## config.mk

```make
export PLATFORM = sky130hd
export DESIGN_NAME = decode_stage
export DESIGN_NICKNAME = d
export VERILOG_FILES = /design/src/rtl/decode_stage_pkg.sv /design/src/rtl/decode_stage_imm_gen.sv /design/src/rtl/decode_stage.sv
export SDC_FILE = /design/constraint.sdc
export NUM_CORES = 1
export LEC_CHECK = 0
export ABC_CLOCK_PERIOD_IN_PS = 2100
export BUFFER_PORTS_ARGS = -buffer_cell sky130_fd_sc_hd__buf_2
export CAP_MARGIN = 20
export CELL_PAD_IN_SITES_DETAIL_PLACEMENT = 1
export CELL_PAD_IN_SITES_GLOBAL_PLACEMENT = 1
export CORE_AREA = 2 2 148 150
export DETAILED_ROUTE_END_ITERATION = 8
export DIE_AREA = 0 0 150 152
export GPL_TIMING_DRIVEN = 0
export PLACE_DENSITY = 0.78
export SYNTH_ARGS = -nofsm -noshare
export SYNTH_HDL_FRONTEND = slang
export SYNTH_HIERARCHICAL = 1
export SYNTH_SLANG_ARGS = --single-unit
export TNS_END_PERCENT = 10
```

## constraint.sdc

```tcl
create_clock -name clk -period 2.1 [get_ports clk]
set_input_delay 0.21 -clock clk [delete_from_list [all_inputs] [get_ports clk]]
set_output_delay 0.21 -clock clk [all_outputs]
set_load 0.005 [all_outputs]
```

## src/rtl/decode_stage_pkg.sv

```systemverilog
// Shared decode types: ALU op encoding, base opcodes, word type and instruction field split.
package decode_stage_pkg;

    localparam int WORD_W = 32;
    typedef logic [WORD_W-1:0] word_t;

    // Encoding is {funct7[5], funct3} so OP instructions map straight through.
    typedef enum logic [3:0] {
        ALU_ADD  = 4'b0000,
        ALU_SLL  = 4'b0001,
        ALU_SLT  = 4'b0010,
        ALU_SLTU = 4'b0011,
        ALU_XOR  = 4'b0100,
        ALU_SRL  = 4'b0101,
        ALU_OR   = 4'b0110,
        ALU_AND  = 4'b0111,
        ALU_SUB  = 4'b1000,
        ALU_SRA  = 4'b1101
    } alu_op_e;

    typedef enum logic [6:0] {
        OPC_OP     = 7'b0110011,
        OPC_OP_IMM = 7'b0010011,
        OPC_LUI    = 7'b0110111,
        OPC_AUIPC  = 7'b0010111
    } opcode_e;

    typedef struct packed {
        logic [6:0] funct7;
        logic [4:0] rs2;
        logic [4:0] rs1;
        logic [2:0] funct3;
        logic [4:0] rd;
        logic [6:0] opcode;
    } instr_fields_t;

    function automatic instr_fields_t split_instr(input logic [31:0] instr);
        return instr_fields_t'(instr);
    endfunction

endpackage

```

## src/rtl/decode_stage_imm_gen.sv

```systemverilog
// I/U immediate and shift-amount extraction from the upper instruction bits.
// Purely combinational; no handshake.
module decode_stage_imm_gen
    import decode_stage_pkg::*;
#(
    parameter int XLEN = 32
) (
    input  logic [31:12]     instr_hi,
    output logic [XLEN-1:0] imm_i,
    output logic [XLEN-1:0] imm_u,
    output logic [XLEN-1:0] shamt
);

    assign imm_i = {{(XLEN-12){instr_hi[31]}}, instr_hi[31:20]};
    assign imm_u = XLEN'(signed'({instr_hi, 12'b0}));
    assign shamt = XLEN'(instr_hi[24:20]);

endmodule

```

## src/rtl/decode_stage.sv

```systemverilog
// RV32I OP/OP-IMM/LUI/AUIPC decode into an ALU payload register; 1-cycle latency, in_ready = !out_valid || out_ready.
// Payload holds under backpressure; flush kills it. DECODE_PERF_EN adds handshake/illegal counters.
module decode_stage
    import decode_stage_pkg::*;
#(
    parameter int              XLEN     = 32,
    parameter logic [XLEN-1:0] RESET_PC = '0
) (
    input  logic            clk,
    input  logic            rst_n,
    input  logic            in_valid,
    output logic            in_ready,
    input  logic [31:0]     in_instr,
    input  logic [XLEN-1:0] in_pc,
    output logic [4:0]      rs1_addr,
    output logic [4:0]      rs2_addr,
    input  logic [XLEN-1:0] rs1_data,
    input  logic [XLEN-1:0] rs2_data,
    input  logic            flush,
    output logic            out_valid,
    input  logic            out_ready,
    output logic [3:0]      alu_op,
    output logic [XLEN-1:0] op_a,
    output logic [XLEN-1:0] op_b,
    output logic [4:0]      rd,
    output logic            reg_write,
    output logic            illegal,
    output logic [XLEN-1:0] pc_out
`ifdef DECODE_PERF_EN
    ,
    output logic [31:0]     perf_decoded,
    output logic [31:0]     perf_illegal
`endif
);

    typedef struct packed {
        alu_op_e         alu_op;
        logic [XLEN-1:0] op_a;
        logic [XLEN-1:0] op_b;
        logic [4:0]      rd;
        logic            reg_write;
        logic            illegal;
        logic [XLEN-1:0] pc;
    } payload_t;

    instr_fields_t   f;
    logic [XLEN-1:0] imm_i, imm_u, shamt;
    logic            accept;
    logic            legal;
    payload_t        nxt, q;

    assign f        = split_instr(in_instr);
    assign rs1_addr = f.rs1;
    assign rs2_addr = f.rs2;
    assign in_ready = !out_valid || out_ready;
    assign accept   = in_valid && in_ready;

    decode_stage_imm_gen #(.XLEN(XLEN)) u_imm_gen (
        .instr_hi (in_instr[31:12]),
        .imm_i    (imm_i),
        .imm_u    (imm_u),
        .shamt    (shamt)
    );

    always_comb begin
        legal         = 1'b0;
        nxt.alu_op    = ALU_ADD;
        nxt.op_a      = '0;
        nxt.op_b      = '0;
        nxt.rd        = f.rd;
        nxt.pc        = in_pc;
        case (f.opcode)
            OPC_OP: begin
                legal = (f.funct7 == 7'b0000000) ||
                        (f.funct7 == 7'b0100000 && (f.funct3 == 3'b000 || f.funct3 == 3'b101));
                nxt.alu_op = alu_op_e'({f.funct7[5], f.funct3});
                nxt.op_a   = rs1_data;
                // Register shifts only honour the low five bits of rs2.
                nxt.op_b   = (f.funct3 == 3'b001 || f.funct3 == 3'b101) ? XLEN'(rs2_data[4:0]) : rs2_data;
            end
            OPC_OP_IMM: begin
                nxt.op_a = rs1_data;
                case (f.funct3)
                    3'b001: begin
                        legal      = (f.funct7 == 7'b0000000);
                        nxt.alu_op = ALU_SLL;
                        nxt.op_b   = shamt;
                    end
                    3'b101: begin
                        legal      = (f.funct7 == 7'b0000000) || (f.funct7 == 7'b0100000);
                        nxt.alu_op = alu_op_e'({f.funct7[5], 3'b101});
                        nxt.op_b   = shamt;
                    end
                    default: begin
                        legal      = 1'b1;
                        nxt.alu_op = alu_op_e'({1'b0, f.funct3});
                        nxt.op_b   = imm_i;
                    end
                endcase
            end
            OPC_LUI: begin
                legal    = 1'b1;
                nxt.op_b = imm_u;
            end
            OPC_AUIPC: begin
                legal    = 1'b1;
                nxt.op_a = in_pc;
                nxt.op_b = imm_u;
            end
            default: legal = 1'b0;
        endcase
        if (!legal) begin
            nxt.alu_op = ALU_ADD;
            nxt.op_a   = '0;
            nxt.op_b   = '0;
        end
        nxt.illegal   = !legal;
        nxt.reg_write = legal && (f.rd != 5'd0);
    end

    always_ff @(posedge clk or negedge rst_n) begin
        if (!rst_n) begin
            out_valid   <= 1'b0;
            q.alu_op    <= ALU_ADD;
            q.op_a      <= '0;
            q.op_b      <= '0;
            q.rd        <= '0;
            q.reg_write <= 1'b0;
            q.illegal   <= 1'b0;
            q.pc        <= RESET_PC;
        end else begin
            if (flush) begin
                out_valid <= 1'b0;
            end else if (accept) begin
                out_valid <= 1'b1;
                q         <= nxt;
            end else if (out_ready) begin
                out_valid <= 1'b0;
            end
        end
    end

    assign alu_op    = q.alu_op;
    assign op_a      = q.op_a;
    assign op_b      = q.op_b;
    assign rd        = q.rd;
    assign reg_write = q.reg_write;
    assign illegal   = q.illegal;
    assign pc_out    = q.pc;

`ifdef DECODE_PERF_EN
    always_ff @(posedge clk or negedge rst_n) begin
        if (!rst_n) begin
            perf_decoded <= '0;
            perf_illegal <= '0;
        end else if (out_valid && out_ready) begin
            perf_decoded <= perf_decoded + 32'd1;
            if (q.illegal) begin
                perf_illegal <= perf_illegal + 32'd1;
            end
        end
    end
`endif

endmodule
```

==> summary.md, run 1 <==
| Metric | Value |
|---|---|
| Mux cell area share after synthesis | `5.87%` |
| Setup crit end kind | `flip-flop` |
| Min Tclk post-route | `1.96 ns` |
| Sequential area share after synthesis | `43.4%` |
| Fill count | `2689` |
| Hold endpoint | `rd[1]` |
| CTS Buf Count | `9` |
| IO buf count | `239` |
| Gpl congestion | `0.877` |
| Starting Density | `29.2%` |
| Number of synthesized flops with an enable pin | `0` |
| Max Slew Vio Count | `0` |
| Area added between synthesis and finish | `34.0%` |
| DRC marker count from the first detailed-route iteration | `265` |
| Skew final | `0.00826 ns` |
| Register-to-Register Path Depth | `6` |
| Post-synthesis cell type count | `41` |
| Routed via count | `6109` |
| Class of the worst hold path | `in2reg` |
| H-tree lvl count | `3` |
| Row Count | `54` |
| Capture point of the worst reg-to-reg path | `op_a[14]` |
| Max-cap violations | `0` |
| WHS Path Cells | `3` |
| Nets | `1141` |
| Vias/cell | `4.70` |
| IO Count | `252` |
| Initial antenna violation count | `8` |
| Drt total wl | `23.0 mm` |
| ANT nets after route | `0` |
| Async SR Flop Fraction | `100%` |
| First-pass GRT wire length | `35.5 mm` |
| Synth Register Bits | `108` |
| Synthesis warning total | `6` |
| P per Cell Area | `607 nW/um^2` |
| Largest net degree at the start of global routing | `90` |
| Crit start category | `flip-flop` |
| Critical R2R Launch | `out_valid` |
| Static leakage | `4.60 nW` |
| Crit-path max FO | `10` |
| Clock latency on the worst-skew pair | `0.36 ns` |
| Post-Synth XOR/XNOR Area | `0.141%` |
| Largest family of logic cells by synthesized area | `compound AO/OA/AOI/OAI gates` |
| Final core utilization | `39.1%` |
| Hold Worst Slack | `0.0457 ns` |
| Peak supply drop | `0.000353 V` |
| Layout cells sized above 1 | `40.5%` |
| Clock Path Buffers | `2` |
| Die area | `22800 um^2` |
| Post-Synth Simple-Gate Area | `15.9%` |
| Setup Total Neg Slack | `0 ns` |
| Worst-margin pin slew | `0.680 ns` |
| Hold path start | `in_instr[8]` |
| Primary FF master, synth | `dfrtp_1` |
| Fin. Hold Viols | `0` |
| Highest clock rate | `511 MHz` |
| Synth Area per Inst | `8.69 um^2` |
| CTS sink cnt | `108` |
| CTS root buf | `clkbuf_16` |
| Critical path's slowest cell | `nor3b_4` |
| Initial DRT Pass Iterations | `4` |
| DPL Wire Length | `17.7 mm` |
| Syn Std Cell Area | `6230 um^2` |
| Vias in the first global route | `6237` |
| Setup slack, reg-to-reg | `0.14 ns` |
| Max-slew headroom | `54.4%` |
| CTS tree | `built` |
| Drt wl/cell | `17.7 um` |
| Complex-gate fraction of the synthesized area | `18.2%` |
| Status | `completed` |
| Setup CP Type | `reg2reg` |
| WP data arrival | `2.25 ns` |
| Crit path required time | `2.39 ns` |
| CP max stage delay | `0.41 ns` |
| Overall routing resource usage | `20.2%` |
| Final Setup Violations | `0` |
| Cell chain of the critical path | `nor2b_1 -> nor3b_4 -> and3_1 -> buf_2 -> a22oi_1 -> a21oi_1` |
| Die width | `150 um` |
| Syn Inst Count | `717` |
| Die height | `152 um` |
| DRC | `0` |
| Clock-pin slew on the worst setup and hold paths | `0.09 ns` |
| Core area | `21400 um^2` |
| Grt ovf | `0` |
| Post-Synth Adder-Cell Area | `0%` |
| Period utilisation layout | `93.2%` |
-- synth_stat cells, drive strengths merged, types with 3 or more instances --
cell | instances | area share, %
nor3b | 3 | 0.44
nand2 | 215 | 13
o21ai | 8 | 0.64
buf | 129 | 15
inv | 4 | 0.24
a221oi | 27 | 3.8
nor2b | 3 | 0.30
a21oi | 60 | 4.9
clkbuf | 28 | 1.7
mux2i | 32 | 5.1
nand3 | 5 | 0.40
a32o | 4 | 0.64
mux2 | 4 | 0.72
o31ai | 29 | 3.5
a22oi | 31 | 3.7
nor2 | 4 | 0.24
dfrtp | 108 | 43
-- worst max-delay path by stage --
stage	start	endpoint	slack [ns]
2_1_floorplan	out_valid	op_a[11]	0.48
3_3_place_gp	rst_n	alu_op[0]	-0.59
3_5_place_dp	out_valid	op_a[28]	-0.31
4_1_cts	out_valid	op_a[6]	-0.14
5_1_grt	out_valid	op_a[14]	-0.002
6_report	out_valid	op_a[14]	0.14
-- registers in the layout, summed over array words and instances (netlist names) --
register / count
pc_out: 32
rd: 5
out_valid: 1
alu_op: 4
op_a: 32
illegal: 1
reg_write: 1
op_b: 32
-- layout by cell type (no fill, tap or decap), types with 8 or more instances in the layout --
master / instances
o21ai_0: 8
a21oi_1: 59
clkbuf_16: 9
o31ai_1: 29
conb_1: 39
buf_4: 109
clkbuf_1: 14
a221oi_1: 27
mux2i_1: 32
clkbuf_2: 13
buf_2: 258
dfrtp_1: 108
nand2_1: 214
a22oi_1: 31
-- power by group --
group | internal (mW) | switching (mW)
Sequential | 2.20 | 0.0604
Clock | 0.865 | 0.965
Combinational | 0.457 | 0.520
Total | 3.52 | 1.55
-- area by class of cell --
type	count	area, um^2	share of cell area, %
multi-input cells	486	2660	31.9
clock buffers	9	225	2.70
clock inverters	7	88.8	1.06
well taps	280	350	4.20
diodes	7	17.5	0.210
inverters	4	15.0	0.180
flip-flops and latches	108	2700	32.4
plain buffers	157	1040	12.4
repair buffers	242	1250	14.9
-- worst max-delay path, delay by kind of cell (launching register included) --
kind                   cells  cell delay, ns
AO/OA/AOI/OAI              2            0.30
buffers and inverters      1            0.29
flip-flops                 1            0.40
AND/OR/NAND/NOR            3            0.89
-- metal layers --
layer / vias to the layer above / share of wire, % / global-route usage [%]
met5: - / 0.030 / 0
met4: 2 / 3.5 / 9.03
met3: 46 / 4.4 / 3.30
met2: 176 / 48 / 32.7
met1: 2964 / 44 / 26.4
li1: 2921 / - / -
-- what timing repair did --
action | 4_1_cts | 5_1_grt
endpoints found under the hold margin | 19 | 0
cloned | 0 | 0
setup endpoints to repair | 87 | 86
setup buffers | 0 | 1
hold buffers | 1 | 0
pin swaps | 0 | 1
gates resized for setup | 13 | 20
-- kinds of logic (layout without fill, tap and decap cells) --
| family | count (synthesis) | after routing |
|---|---|---|
| and+or+nand+nor | 243 | 243 |
| AOI/OAI and AO/OA | 167 | 167 |
| buffers and inverters | 161 | 419 |
| DFF | 108 | 108 |
| muxes | 36 | 36 |
| other | 1 | 46 |
| xor gates and xnor gates | 1 | 1 |
-- metrics by stage --
| stage | instance area [um^2] | power, mW | worst slack [ns] | instances |
|---|---|---|---|---|
| 2_1_floorplan | 6370 | 2.79 | 0.476 | 755 |
| 3_3_place_gp | 7920 | 3.24 | -0.592 | 1274 |
| 3_5_place_dp | 7950 | 3.27 | -0.314 | 1275 |
| 4_1_cts | 8300 | 5.12 | -0.138 | 1292 |
| 5_1_grt | 8340 | 5.29 | -0.00237 | 1300 |
| 6_report | 8340 | 5.06 | 0.143 | 1300 |
Note: power is estimated with default switching activity, not from simulation.
==> run 2, diff against run 1 <==
--- a/config.mk
+++ b/config.mk
@@ -10,13 +10,12 @@
 export CAP_MARGIN = 20
 export CELL_PAD_IN_SITES_DETAIL_PLACEMENT = 1
 export CELL_PAD_IN_SITES_GLOBAL_PLACEMENT = 1
-export CORE_AREA = 2 2 148 150
+export CORE_AREA = 2 2 133 135
 export DETAILED_ROUTE_END_ITERATION = 8
-export DIE_AREA = 0 0 150 152
+export DIE_AREA = 0 0 135 137
 export GPL_TIMING_DRIVEN = 0
-export PLACE_DENSITY = 0.78
+export PLACE_DENSITY = 0.82
 export SYNTH_ARGS = -nofsm -noshare
 export SYNTH_HDL_FRONTEND = slang
-export SYNTH_HIERARCHICAL = 1
 export SYNTH_SLANG_ARGS = --single-unit
 export TNS_END_PERCENT = 10
==> run 2 against run 1 <==
Against the previous run: via count is 17% lower; fmax shrank 2.3%; clock power decreased by 4%; worst setup slack got worse by 0.047 ns; hold slack better by 0.0087 ns; sequential share of layout area grew 6.8 points; first-iteration DRC count fell by 35%; global-route usage is 0.23 points higher; critical path depth is 1 higher; count of clock-buffer cells in the layout rose by 1; clock skew hardly changed; critical endpoint is now op_a[31].
==> summary.md, run 2 <==
| Metric | Value |
|---|---|
| Most frequent cells in the layout | `buf_2, nand2_1, dfrtp_1` |
| Initial antenna violation count | `1 (-7)` |
| DRC marker count from the first detailed-route iteration | `171 (-35%)` |
| Register-to-Register Path Depth | `7 (+1)` |
| Cell chain of the critical path | `nor2b_1 -> inv_1 -> nand3b_1 -> clkbuf_2 -> clkbuf_1 -> nand2_1 -> o31ai_2` |
| Setup CP Type | `reg2reg` |
| CTS tree | `built` |
| Die width | `135 um (-10%)` |
| Setup Total Neg Slack | `0 ns (unchanged)` |
| Hold path start | `flush` |
| Max-slew headroom | `45.0% (-9.5 points)` |
| Syn Inst Count | `516 (-28%)` |
| Core area | `17100 um^2 (-20%)` |
| DPL Wire Length | `14.8 mm (-17%)` |
| Static leakage | `3.53 nW (-23%)` |
| Area added between synthesis and finish | `37.8%` |
| Gpl congestion | `0.807 (-8.0%)` |
| Primary FF master, synth | `dfrtp_1` |
| Vias/cell | `5.03 (+7.1%)` |
| Highest clock rate | `499 MHz (-2.3%)` |
| Synth Register Bits | `108 (unchanged)` |
| Setup slack, reg-to-reg | `0.1 ns (-0.05 ns)` |
| Synth area leaders | `dfrtp_1, nand2_1, a32oi_1, a21oi_1, a221oi_1` |
| Nets | `912 (-20%)` |
| Critical R2R Launch | `out_valid` |
| Async SR Flop Fraction | `100% (unchanged)` |
| Crit path required time | `2.36 ns (-0.03 ns)` |
| Capture point of the worst reg-to-reg path | `op_a[31]` |
| CTS Buf Count | `9 (unchanged)` |
| WHS Path Cells | `2 (-1)` |
| Syn Std Cell Area | `5010 um^2 (-20%)` |
| Count leader, synth | `nand2_1` |
| CTS root buf | `clkbuf_16` |
| Die height | `137 um (-9.9%)` |
| Initial DRT Pass Iterations | `4 (unchanged)` |
| Final Setup Violations | `0 (unchanged)` |
| Top post-synthesis cells by count | `nand2_1, dfrtp_1, nor2_1, a21oi_1, a32oi_1` |
| P per Cell Area | `732 nW/um^2 (+21%)` |
| Critical path's slowest cell | `clkbuf_1` |
| H-tree lvl count | `3 (unchanged)` |
| Min Tclk post-route | `2.00 ns (+0.0469 ns)` |
| Post-synthesis cell type count | `40 (-2.4%)` |
| Pwr Total | `5.05 mW (-0.25%)` |
| WP data arrival | `2.26 ns (about the same)` |
| DRC | `0 (unchanged)` |
| Peak supply drop | `0.000356 V (+0.87%)` |
| Number of synthesized flops with an enable pin | `0 (unchanged)` |
| Area leader, netlist | `dfrtp_1` |
| Synth Area per Inst | `9.70 um^2 (+12%)` |
| Clock-pin slew on the worst setup and hold paths | `0.07 ns (-0.02 ns)` |
| Sw frac | `28.1% (-2.4 points)` |
| Clock share of power | `34.6% (-1.5 points)` |
| Grt ovf | `0 (unchanged)` |
| Drt wl/cell | `19.0 um (+7.3%)` |
| IO buf count | `250 (+4.6%)` |
| Area share of the largest cell type after synthesis | `54.0% (+11 points)` |
| Crit start category | `flip-flop` |
| Worst-margin pin slew | `0.825 ns (+0.146 ns)` |
| First-pass GRT wire length | `29.0 mm (-18%)` |
| Status | `completed` |
| IO Count | `252 (unchanged)` |
| Total nets after synthesis | `649` |
| Vias in the first global route | `5343 (-14%)` |
| CP max stage delay | `0.45 ns (+0.04 ns)` |
| Drt total wl | `19.1 mm (-17%)` |
| Most common cell after layout, fill and taps aside | `buf_2` |
| Period utilisation layout | `95.4% (+2.2 points)` |
| Reg power frac | `47.1% (+2.5 points)` |
| Setup crit end kind | `flip-flop` |
| Max-cap violations | `0 (unchanged)` |
| Unrepaired setup endpoints after global routing | `true` |
| Starting Density | `29.4% (+0.18 points)` |
| Cell Int Power | `3.63 mW (+3.2%)` |
| Routed via count | `5077 (-17%)` |
| Layout cells sized above 1 | `40.6% (+0.14 points)` |
| Overall routing resource usage | `20.4% (+0.23 points)` |
| Synthesis warning total | `0 (-6)` |
| Switch Pwr | `1.42 mW (-8.1%)` |
| Row Count | `48 (-11%)` |
| CTS sink cnt | `108 (unchanged)` |
| ANT nets after route | `0 (unchanged)` |
| Class of the worst hold path | `in2reg` |
| Fin. Hold Viols | `0 (unchanged)` |
| Largest net degree at the start of global routing | `62 (-31%)` |
| Logic pwr share | `18.3% (-1.0 points)` |
| Clock latency on the worst-skew pair | `0.34 ns (-0.02 ns)` |
| Skew final | `0.00846 ns (+0.000205 ns)` |
| Hold endpoint | `out_valid` |
| Die area | `18500 um^2 (-19%)` |
| Max Slew Vio Count | `0 (unchanged)` |
| Sequential area share after synthesis | `54.0% (+11 points)` |
| Clock Path Buffers | `2 (unchanged)` |
| Crit-path max FO | `10 (unchanged)` |
[run 2: worst max path at each step]
stage,endpoint,depth (start not counted),from,slack (ns)
2_1_floorplan,op_a[10],5,out_valid,0.50
3_3_place_gp,op_b[20],1,rst_n,-0.58
3_5_place_dp,op_a[8],5,out_valid,-0.20
4_1_cts,pc_out[14],6,out_valid,0.05
5_1_grt,pc_out[19],6,out_valid,-0.1
6_report,op_a[31],7,out_valid,0.1
[run 2: critical path, delay by kind of cell (launching register included)]
kind / cells / cell delay, ns
flops: 1 / 0.35
simple gates: 3 / 0.59
compound gates: 1 / 0.08
buf+inv: 3 / 0.89
[run 2: final cells by class]
cell class	instances	area, um^2
multi-input combinational	355	2010
buffer	51	295
inverter	2	7.51
clock inverter	5	62.6
sequential	108	2700
fill	2056	10200
antenna	1	2.50
timing repair buffer	252	1290
tap	225	282
clock buffer	10	239
[run 2: repair_timing]
action,4_1_cts,5_1_grt
endpoints found under the hold margin,47,0
gates resized for setup,3,3
hold buffers,1,0
endpoints found under the setup margin,67,50
buffers inserted,0,0
pin swaps,0,0
[run 2: per-layer routing]
metal | up-vias | global-route usage (%) | routed length, um
met5 | - | 0 | 0
met4 | 0 | 6.60 | 328
met3 | 23 | 5.89 | 1630
met2 | 223 | 37.1 | 9660
met1 | 2494 | 23.1 | 7510
li1 | 2337 | - | -
[run 2: per-stage QoR]
step / util [%] / hold WS (ns) / area (um^2) / instances / setup WS [ns]
floorplan: - / -0.0856 / 5010 / 516 / 0.497
global placement: 38.3 / 0.394 / 6540 / 991 / -0.578
detailed placement: 38.5 / 0.194 / 6570 / 992 / -0.197
CTS: 40.4 / 0.0371 / 6890 / 1008 / 0.0491
global route: 40.4 / 0.0455 / 6900 / 1008 / -0.0991
finish: 40.4 / 0.0544 / 6900 / 1009 / 0.0964
[run 2: kinds of logic after synthesis]
logic type / count (synthesis) / share of synthesized area [%]
and+or+nand+nor: 214 / 17.8
DFF: 108 / 54.0
xor gates and xnor gates: 1 / 0.175
AOI/OAI and AO/OA: 128 / 19.6
muxes: 12 / 2.42
buffers and inverters: 53 / 5.95
[run 2: power by group through the flow]
stage / combinational, mW / sequential, mW / clock [mW]
finish: 0.922 / 2.38 / 1.75
global route: 1.03 / 2.40 / 1.89
CTS: 0.939 / 2.38 / 1.81
detailed placement: 0.936 / 2.42 / 0
global placement: 0.902 / 2.41 / 0
floorplan: 0.354 / 2.43 / 0
==> run 3, diff against run 2 <==
--- a/config.mk
+++ b/config.mk
@@ -6,15 +6,15 @@
 export NUM_CORES = 1
 export LEC_CHECK = 0
 export ABC_CLOCK_PERIOD_IN_PS = 2100
-export BUFFER_PORTS_ARGS = -buffer_cell sky130_fd_sc_hd__buf_2
 export CAP_MARGIN = 20
 export CELL_PAD_IN_SITES_DETAIL_PLACEMENT = 1
 export CELL_PAD_IN_SITES_GLOBAL_PLACEMENT = 1
 export CORE_AREA = 2 2 133 135
 export DETAILED_ROUTE_END_ITERATION = 8
 export DIE_AREA = 0 0 135 137
+export DONT_BUFFER_PORTS = 1
 export GPL_TIMING_DRIVEN = 0
-export PLACE_DENSITY = 0.82
+export PLACE_DENSITY = 0.64
 export SYNTH_ARGS = -nofsm -noshare
 export SYNTH_HDL_FRONTEND = slang
 export SYNTH_SLANG_ARGS = --single-unit
==> run 3 against run 2 <==
Against the previous run: the run now ends with negative hold slack left; design area fell by 13%; critical endpoint is now op_b[4]; sequential share of layout area rose by 5.7 points; flip-flop and latch count did not move; non-clock buffer count fell by 210.
==> summary.md, run 3 (synthesis results as in run 2) <==
| Metric | Value |
|---|---|
| Status | `finished with violations` |
| Highest clock rate | `541 MHz (+8.3%)` |
| Logic pwr share | `11.7% (-6.6 points)` |
| WP data arrival | `2.06 ns (-0.20 ns)` |
| Drt wl/cell | `23.5 um (+24%)` |
| Top delay family on crit path | `buffers and inverters` |
| Most common cell after layout, fill and taps aside | `nand2_1` |
| P per Cell Area | `772 nW/um^2 (+5.4%)` |
| Final Setup Violations | `0 (unchanged)` |
| DRC marker count from the first detailed-route iteration | `125 (-27%)` |
| Setup slack, reg-to-reg | `0.25 ns (+0.15 ns)` |
| Fin. Hold Viols | `108 (+108)` |
| Layout cells sized above 1 | `13.4% (-27 points)` |
| ANT nets after route | `0 (unchanged)` |
| Skew final | `0.0116 ns (+0.00315 ns)` |
| Setup Total Neg Slack | `0 ns (unchanged)` |
| Critical R2R Launch | `out_valid` |
| Most frequent cells in the layout | `nand2_1, dfrtp_1, dlygate4sd3_1` |
| Critical path's slowest cell | `buf_1` |
| Stages on the worst setup path | `5 (-2)` |
| Clock-pin slew on the worst setup and hold paths | `0.08 ns (about the same)` |
| Pwr Total | `4.64 mW (-8.0%)` |
| Sw frac | `28.5% (+0.41 points)` |
| Vias in the first global route | `4887 (-8.5%)` |
| Max Slew Vio Count | `0 (unchanged)` |
| CTS sink cnt | `108 (unchanged)` |
| Placement Cell Area | `5290 um^2 (-20%)` |
| CP bufs+invs | `2 (-1)` |
| Peak supply drop | `0.000369 V (+3.6%)` |
| Cell chain of the critical path | `nor2b_1 -> inv_1 -> nand3b_1 -> buf_1 -> o31ai_1` |
| Capture point of the worst reg-to-reg path | `op_b[4]` |
| Nets | `702 (-23%)` |
| IO buf count | `0 (-100%)` |
| Largest net degree at the start of global routing | `109 (+76%)` |
| Fill count | `1975 (-3.9%)` |
| Drt total wl | `18.8 mm (-1.7%)` |
| Clock Path Buffers | `2 (unchanged)` |
| CTS Hold Buffers Added | `42 (+41)` |
| Vias/cell | `5.45 (+8.2%)` |
| DPL Wire Length | `13.7 mm (-7.1%)` |
| Crit start category | `flip-flop` |
| Gpl congestion | `0.765 (-5.1%)` |
| Overall routing resource usage | `20.2% (-0.20 points)` |
| CP max stage delay | `0.55 ns (+0.10 ns)` |
| Setup bufs post-CTS | `0 (unchanged)` |
| CP endpoint | `op_b[4]` |
| Worst-margin pin slew | `0.799 ns (-0.0265 ns)` |
| Class of the worst hold path | `in2async` |
| Die area | `18500 um^2 (unchanged)` |
| Min Tclk post-route | `1.85 ns (-0.154 ns)` |
| Setup CP Type | `reg2reg` |
| CP startpoint | `out_valid` |
| Crit path required time | `2.31 ns (-0.05 ns)` |
| Static leakage | `2.64 nW (-25%)` |
| Row Count | `48 (unchanged)` |
| IO Count | `252 (unchanged)` |
| Initial antenna violation count | `1 (unchanged)` |
| Initial DRT Pass Iterations | `4 (unchanged)` |
| Max-cap violations | `0 (unchanged)` |
| Grt ovf | `0 (unchanged)` |
| Clock latency on the worst-skew pair | `0.36 ns (+0.02 ns)` |
| Cell Int Power | `3.32 mW (-8.6%)` |
| Reg power frac | `52.9% (+5.8 points)` |
| CTS Buf Count | `9 (unchanged)` |
| Clock share of power | `35.4% (+0.8 points)` |
| Register-to-Register Path Depth | `5 (-2)` |
| Final Instance Area | `6020 um^2 (-13%)` |
| Starting Density | `29.4% (unchanged)` |
| Period utilisation layout | `88.1% (-7.3 points)` |
| Hold Worst Slack | `-0.451 ns (-0.505 ns)` |
| Area added between synthesis and finish | `20.2%` |
| Crit-path max FO | `10 (unchanged)` |
| Die width | `135 um (unchanged)` |
| Routed via count | `4351 (-14%)` |
| First-pass GRT wire length | `28.1 mm (-2.9%)` |
| DRC | `0 (unchanged)` |
| H-tree lvl count | `3 (unchanged)` |
| Unrepaired setup endpoints after global routing | `false` |
| Setup crit end kind | `flip-flop` |
| CTS tree | `built` |
| Switch Pwr | `1.33 mW (-6.7%)` |
| Die height | `137 um (unchanged)` |
| Core area | `17100 um^2 (unchanged)` |
| Failing checks | `negative hold slack` |
| Max-slew headroom | `46.7% (+1.8 points)` |
| CTS root buf | `clkbuf_16` |
run 3: cell count changes in the layout (fill, tap and decap cells not counted), moves of 2 or more:
cell | before | now
buf_1 | 4 | 1
clkbuf_2 | 4 | 10
dlygate4sd3_1 | 1 | 42
buf_2 | 259 | 11
clkbuf_1 | 16 | 10
clkinv_4 | 2 | 0
inv_6 | 0 | 2
run 3: layout make-up:
class	instances	area (um^2)	share of cell area (%)
multi-input combinational	355	2020	33.5
buffer	51	312	5.18
antenna	1	2.50	0.0416
timing repair buffer	42	420	6.99
sequential	108	2700	44.9
clock buffer	9	225	3.74
inverter	2	7.51	0.125
clock inverter	6	48.8	0.811
tap	225	282	4.68
run 3: through the flow:
step           hold WS, ns  utilization, %  instances  setup WS, ns
2_1_floorplan      -0.0856               -        516         0.497
3_3_place_gp       -0.0831            31.0        741        -0.321
4_1_cts             -0.471            35.1        798       -0.0153
5_1_grt             -0.476            35.3        798       0.00235
3_5_place_dp       -0.0830            31.0        741        -0.406
6_report            -0.451            35.3        799         0.250
run 3: worst reg2reg max path, cell delays in order (launching register included):
cell,delay (ns)
dfrtp_1,0.37
nor2b_1,0.24
inv_1,0.12
nand3b_1,0.24
buf_1,0.56
o31ai_1,0.18
run 3: routing by layer:
metal	wire length (um)	GRT usage, %
met4	464	7.12
met5	0	0
met1	6890	22.0
met2	9650	36.0
met3	1790	7.74
run 3: repair_timing:
item                       in CTS  in global routing
resized for setup               6                 19
setup endpoints to repair     100                 91
gates cloned                    0                  0
hold endpoints to repair      149                108
run 3: power by group through the flow:
stage,sequential [mW],clock (mW),combinational [mW]
after global routing,2.48,1.76,0.617
after floorplan,2.43,0,0.354
after global placement,2.49,0,0.441
final,2.46,1.64,0.543
after detailed placement,2.50,0,0.477
after CTS,2.46,1.69,0.542
run 3: how the worst min path moves through the flow:
stage | slack (ns) | depth (start not counted) | to | startpoint
2_1_floorplan | -0.09 | 0 | alu_op[0] | rst_n
3_3_place_gp | -0.08 | 0 | op_b[10] | rst_n
3_5_place_dp | -0.08 | 0 | op_b[10] | rst_n
4_1_cts | -0.47 | 0 | op_b[10] | rst_n
5_1_grt | -0.48 | 0 | op_b[10] | rst_n
6_report | -0.45 | 0 | op_b[10] | rst_n
